===== src/rtl/regfile_wr_arbiter.sv =====
// Purpose: shares the register file write port between requester A (ALU writeback) and requester B (load unit).
//          Each requester has a one-entry buffer. Grants go oldest first, with a round-robin tie break.
//          Writes to X31 are discarded.
// Latency: a handshake at edge k gives RegWrite/WriteRegister/WriteData valid from edge k+1 to edge k+2.
// Backpressure: x_ready = ~full_x | grant_x, taken from registered state only, and forced low during flush.
//
// Ports:
//   clk, rst                       clock; asynchronous active-low reset
//   a_valid/a_ready/a_addr/a_data  requester A write handshake
//   b_valid/b_ready/b_addr/b_data  requester B write handshake
//   flush                          synchronous drop of all buffered, ungranted writes
//   RegWrite/WriteRegister/WriteData  registered write port toward the register file
//   conflict_cnt                   saturating count of both-buffers-full edges (REGFILE_ARB_STATS_EN only)
// Optional feature macro: REGFILE_ARB_STATS_EN
module regfile_wr_arbiter #(
  parameter int DATA_W = 64,
  parameter int ADDR_W = 5
) (
  input  logic              clk,
  input  logic              rst,
  input  logic              a_valid,
  output logic              a_ready,
  input  logic [ADDR_W-1:0] a_addr,
  input  logic [DATA_W-1:0] a_data,
  input  logic              b_valid,
  output logic              b_ready,
  input  logic [ADDR_W-1:0] b_addr,
  input  logic [DATA_W-1:0] b_data,
  input  logic              flush,
  output logic              RegWrite,
  output logic [ADDR_W-1:0] WriteRegister,
  output logic [DATA_W-1:0] WriteData
`ifdef REGFILE_ARB_STATS_EN
  ,
  output logic [15:0]       conflict_cnt
`endif
);

  localparam logic [ADDR_W-1:0] ZERO_REG = ADDR_W'(31);

  // Buffer state
  logic              full_a;
  logic              full_b;
  logic [ADDR_W-1:0] addr_a;
  logic [ADDR_W-1:0] addr_b;
  logic [DATA_W-1:0] data_a;
  logic [DATA_W-1:0] data_b;

  // Age tag. It only matters while both buffers are full.
  //   age_eq  = both entries arrived on the same edge; rr decides
  //   older_a = A holds the older entry (meaningful when age_eq is 0)
  logic age_eq;
  logic older_a;
  logic rr;        // 0 favours A, 1 favours B

  // Combinational control
  logic pick_a;
  logic grant_a_raw;
  logic grant_b_raw;
  logic grant_a;
  logic grant_b;
  logic fill_a;
  logic fill_b;
  logic held_a;
  logic held_b;
  logic nxt_age_eq;
  logic nxt_older_a;

  always_comb begin
    pick_a      = 1'b0;
    grant_a_raw = 1'b0;
    grant_b_raw = 1'b0;
    grant_a     = 1'b0;
    grant_b     = 1'b0;
    a_ready     = 1'b0;
    b_ready     = 1'b0;
    fill_a      = 1'b0;
    fill_b      = 1'b0;
    held_a      = 1'b0;
    held_b      = 1'b0;
    nxt_age_eq  = age_eq;
    nxt_older_a = older_a;

    // The winner when both buffers are full: the older entry, or rr on equal age.
    pick_a = age_eq ? ~rr : older_a;

    // Raw grants use registered state only, so ready never depends on valid.
    grant_a_raw = full_a & (~full_b | pick_a);
    grant_b_raw = full_b & (~full_a | ~pick_a);

    // Flush beats any pending grant.
    grant_a = grant_a_raw & ~flush;
    grant_b = grant_b_raw & ~flush;

    a_ready = ~flush & (~full_a | grant_a_raw);
    b_ready = ~flush & (~full_b | grant_b_raw);

    // An accepted X31 write completes the handshake but never occupies the buffer.
    fill_a = a_valid & a_ready & (a_addr != ZERO_REG);
    fill_b = b_valid & b_ready & (b_addr != ZERO_REG);

    // An entry survives the edge when it is neither granted nor flushed.
    held_a = full_a & ~grant_a & ~flush;
    held_b = full_b & ~grant_b & ~flush;

    // A fresh entry is younger than a surviving one.
    // Two fresh entries on the same edge have equal age.
    if (fill_a && fill_b) begin
      nxt_age_eq  = 1'b1;
      nxt_older_a = 1'b0;
    end else if (fill_a && held_b) begin
      nxt_age_eq  = 1'b0;
      nxt_older_a = 1'b0;
    end else if (fill_b && held_a) begin
      nxt_age_eq  = 1'b0;
      nxt_older_a = 1'b1;
    end else if (!(held_a && held_b)) begin
      // At most one entry remains, so that entry is trivially the oldest.
      nxt_age_eq  = 1'b0;
      nxt_older_a = fill_a | held_a;
    end
  end

  // Occupancy, age and round-robin pointer
  always_ff @(posedge clk or negedge rst) begin
    if (!rst) begin
      full_a  <= 1'b0;
      full_b  <= 1'b0;
      age_eq  <= 1'b0;
      older_a <= 1'b0;
      rr      <= 1'b0;
    end else begin
      full_a  <= fill_a | held_a;
      full_b  <= fill_b | held_b;
      age_eq  <= nxt_age_eq;
      older_a <= nxt_older_a;
      // rr points at the requester that lost. Flush leaves it alone.
      if (grant_a) begin
        rr <= 1'b1;
      end else if (grant_b) begin
        rr <= 1'b0;
      end
    end
  end

  // Buffer payload. A refill on the grant edge overwrites the entry that is leaving.
  always_ff @(posedge clk or negedge rst) begin
    if (!rst) begin
      addr_a <= '0;
      data_a <= '0;
      addr_b <= '0;
      data_b <= '0;
    end else begin
      if (fill_a) begin
        addr_a <= a_addr;
        data_a <= a_data;
      end
      if (fill_b) begin
        addr_b <= b_addr;
        data_b <= b_data;
      end
    end
  end

  // Registered write port. Address and data hold their values when no write is issued.
  always_ff @(posedge clk or negedge rst) begin
    if (!rst) begin
      RegWrite      <= 1'b0;
      WriteRegister <= '0;
      WriteData     <= '0;
    end else begin
      RegWrite <= grant_a | grant_b;
      if (grant_a) begin
        WriteRegister <= addr_a;
        WriteData     <= data_a;
      end else if (grant_b) begin
        WriteRegister <= addr_b;
        WriteData     <= data_b;
      end
    end
  end

`ifdef REGFILE_ARB_STATS_EN
  // Counts edges that start with both buffers full, including flush edges.
  // Only reset clears it.
  always_ff @(posedge clk or negedge rst) begin
    if (!rst) begin
      conflict_cnt <= 16'd0;
    end else if (full_a && full_b && (conflict_cnt != 16'hFFFF)) begin
      conflict_cnt <= conflict_cnt + 16'd1;
    end
  end
`else
`endif

endmodule


===== config.mk =====
export PLATFORM = sky130hd
export DESIGN_NAME = regfile_wr_arbiter
export DESIGN_NICKNAME = d
export VERILOG_FILES = /design/src/rtl/regfile_wr_arbiter.sv
export SDC_FILE = /design/constraint.sdc
export NUM_CORES = 1
export LEC_CHECK = 0
export ABC_AREA = 1
export BUFFER_PORTS_ARGS = -buffer_cell sky130_fd_sc_hd__clkbuf_2
export CAP_MARGIN = 20
export CORE_MARGIN = 4
export CORE_UTILIZATION = 40
export DETAILED_ROUTE_END_ITERATION = 7
export HOLD_SLACK_MARGIN = 0.02
export MAX_ROUTING_LAYER = met4
export PLACE_DENSITY_LB_ADDON = 0.1
export REMOVE_ABC_BUFFERS = 1
export SLEW_MARGIN = 20
export SYNTH_ARGS = -nofsm -noshare
export SYNTH_HDL_FRONTEND = slang
export SYNTH_SLANG_ARGS = --single-unit

===== constraint.sdc =====
create_clock -name clk -period 3.47 [get_ports clk]
set_clock_uncertainty 0.05 [all_clocks]
set_input_delay 0.5205 -clock clk [delete_from_list [all_inputs] [get_ports clk]]
set_output_delay 0.5205 -clock clk [all_outputs]
set_load 0.05 [all_outputs]

==> flow_summary.ini <==
[global_routing]
antenna_violations_before_repair = 0
grt.total_usage_pct = 20.6
pin_count_of_the_biggest_net_entering_global_routing = 103
grt_overflow = 0
first_global_vias = 7924
grt_pass1_wl_mm = 42.5

[worst_setup_path]
critical_path_peak_fanout = 40
crit_start = age_eq
timing.reg2reg.worst_path_depth = 8
timing.critical_path.slowest_cell_delay_ns = 0.64
critPathSlowestCell = nor2_4
setup.worst_path.start_class = flop
critPathKind = flop to flop
worstPathCellList = inv_1 > nand2_1 > nand3_2 > nand2_2 > nor2_4 > buf_4 > nand2_1 > nand2_1
cp_data_required_time_ns = 3.86
capture_instance_of_the_worst_register_to_register_path = data_a[27]
cp_endpoint = data_a[27]
cp_data_arrival_time_ns = 2.64
cp-end-kind = flop
r2r_start = age_eq
timing.reg2reg.setup_slack_ns = 1.22
timing.critical_path.mode_cell = nand2_1

[sta]
grt_setup_unrepaired = no
timing_worst_slew_pin_value_ns = 0.916
fin_hold_ws_ns = 0.00649
max_freq_ghz = 0.444
finalWorstPathRequiredPeriod_ns = 2.25
report.final.slew_viol_count = 0
final_hold_viol_count = 0
max-slew-margin-rel_pct = 38.9
min_period_over_period_pct = 64.9
finalSetupViolCount = 0
timing.setup.tns_ns = 0

[flow_run]
timing.max_cap.violations = 0

[placed_design]
port_buffers = 214
gp_congestion = 0.779
dp.final_hpwl_mm = 15.6
place.detailed.instances = 1695

[yosys]
synthMostInstantiatedCell = nand2_1
ranking_of_synthesized_cells_by_area = dfrtp_1 57%, nand2_1 25%, nand3_1 7.4%, inv_1 5.8%, buf_2 1.8%
postSynthRegisterBits = 213
synthesis.yosys.warnings = 0
syn_inst = 1218
seq_area_frac_synth_pct = 56.7
syn_avg_cell_area_um2 = 7.72
synthTopCellsByCount = 634 x nand2_1, 213 x dfrtp_1, 145 x inv_1, 140 x nand3_1, 34 x buf_2
synth.largest_area_cell = dfrtp_1
synth_enable_flop_cells = 0
synth-async-reset-ratio_pct = 100
synth_top_flop_cell = dfrtp_1
post_synth_instance_area_mm2 = 0.00941
synth.lib_cells_used.distinct = 20
synth_top_area_share_pct = 56.7

[clock_network]
path_clk_slew_ns = 0.06
master_cell_of_the_clock_root_buffer = clkbuf_16
post_cts_resized = 0
tritoncts.num_buffers = 24
cts.htree.levels = 1
tritoncts = yes
clock_tree.buffer_depth = 3
clock_insertion_delay_worst_skew_ns = 0.50
cts_hold_buffers = 0
tritoncts_num_sinks = 213
cts_post_setup_buffers_inserted = 0

[pwr]
intPower_uw = 5000
seq_power_share_pct = 41.7
cellPowerDensity_mw_per_mm2 = 649
net-switching-power_uw = 2490
combPwrFrac_pct = 23.0
p_leak_uw = 0.00689
clockPowerShare_pct = 35.3
power.ir.vdd_worst_mv = 0.309
netSwitchingFraction_pct = 33.3

[floorplan]
std_cell_rows = 55
die_y_um = 161
die_x_um = 161
core_region_area_mm2 = 0.0229
floorplan.die_area_mm2 = 0.0260
initial_core_util_pct = 41.0
io_pins = 215

[route]
wire_per_inst_um = 14.9
route.detailed.vias_per_inst = 4.56
number_of_detailed_route_iterations_in_the_first_pass = 5
detailroute.via_count = 7908
drt-initial-drc-count = 460
detail_route.drc_violations = 0
drt-total-wl_mm = 25.9
drt.antenna.violating_nets = 0

[finish]
finish.net_count = 1551
ff_latch_area_mm2 = 0.00533
fillers = 2327
multiInputGateArea_mm2 = 0.00321
finish.cell_count_without_fillers = 1736
antenna_cells_inserted = 0
drive_gt1_share_pct = 20.0
area_growth_syn_to_layout_pct = 22.8

[outcome]
outcome = complete, no violations

[min_path]
holdCritPathClass = input port to async pin
==> power groups by stage <==
| stage | registers, uW | logic, uW | clock network [uW] |
|---|---|---|---|
| after detailed placement | 3160 | 1750 | 0 |
| after global routing | 3170 | 1910 | 2830 |
| after global placement | 3160 | 1740 | 0 |
| after floorplan | 3750 | 585 | 0 |
| after CTS | 3120 | 1750 | 2710 |
| final | 3120 | 1720 | 2650 |
==> worst max-delay path, delay by kind of cell, from the launching register on <==
kind	cells	cell delay [ns]
buffers and inverters	2	0.62
DFF	1	0.40
and+or+nand+nor	6	1.10
==> worst min-delay path by stage <==
stage | startpoint | endpoint | slack [ns] | cells after the start
after global routing | rst | WriteData[52] | 0.06 | 1
after global placement | data_a[60] | data_a[60] | 0.40 | 2
after CTS | rst | WriteData[52] | 0.05 | 1
final | rst | WriteData[52] | 0.006 | 1
after floorplan | rst | RegWrite | 0.17 | 0
after detailed placement | data_a[51] | data_a[51] | 0.41 | 2
==> cells by family (layout without fill, tap and decap cells) <==
kind of cell,count (synthesis),in the layout,share of synthesized area (%)
AO/OA/AOI/OAI,7,7,0.439
buffers and inverters,215,420,9.47
AND/OR/NAND/NOR,783,783,33.4
flip-flops,213,213,56.7
==> final cells by class <==
class	count	area share (%)
flip-flops and latches	213	46.2
multi-input cells	790	27.8
repair buffers	228	10.6
clock buffers	34	6.23
inverters	151	4.91
well taps	313	3.39
clock inverters	7	0.953
==> layer usage <==
layer	up-vias	global-route usage [%]	part of all wire [%]
met5	-	-	0
met4	0	3.72	1.3
met3	30	3.11	4.6
met2	192	32.9	46
met1	3667	28.4	48
li1	4019	-	-
==> registers in the layout, summed over array words and instances, names as in the netlist, 5 cells and up <==
| name | flops |
|---|---|
| data_b | 64 |
| WriteData | 64 |
| addr_a | 5 |
| addr_b | 5 |
| WriteRegister | 5 |
| data_a | 64 |
==> cell usage in the layout, fill, tap and decap left out, types with 2 or more instances in the layout <==
| cell | count |
|---|---|
| nor2_4 | 2 |
| a21oi_1 | 2 |
| clkbuf_8 | 6 |
| buf_4 | 11 |
| nand3_1 | 140 |
| clkinv_2 | 4 |
| buf_12 | 3 |
| nand2_1 | 632 |
| nand2_2 | 6 |
| clkbuf_1 | 3 |
| clkbuf_16 | 25 |
| inv_2 | 6 |
| bufinv_16 | 3 |
| o21ai_0 | 2 |
| dfrtp_1 | 212 |
| clkbuf_2 | 213 |
| inv_1 | 145 |
==> stage by stage <==
stage                     power [uW]  worst slack [ns]  utilization (%)  cell area, um2
after floorplan                 4340            -0.393                -            9080
after global placement          4890             0.999             46.8           10700
after detailed placement        4910             0.947             46.8           10700
after CTS                       7590              1.18             50.4           11500
after global routing            7910              1.00             50.4           11500
final                           7490              1.22             50.4           11500
Note: power is estimated with default switching activity, not from simulation.
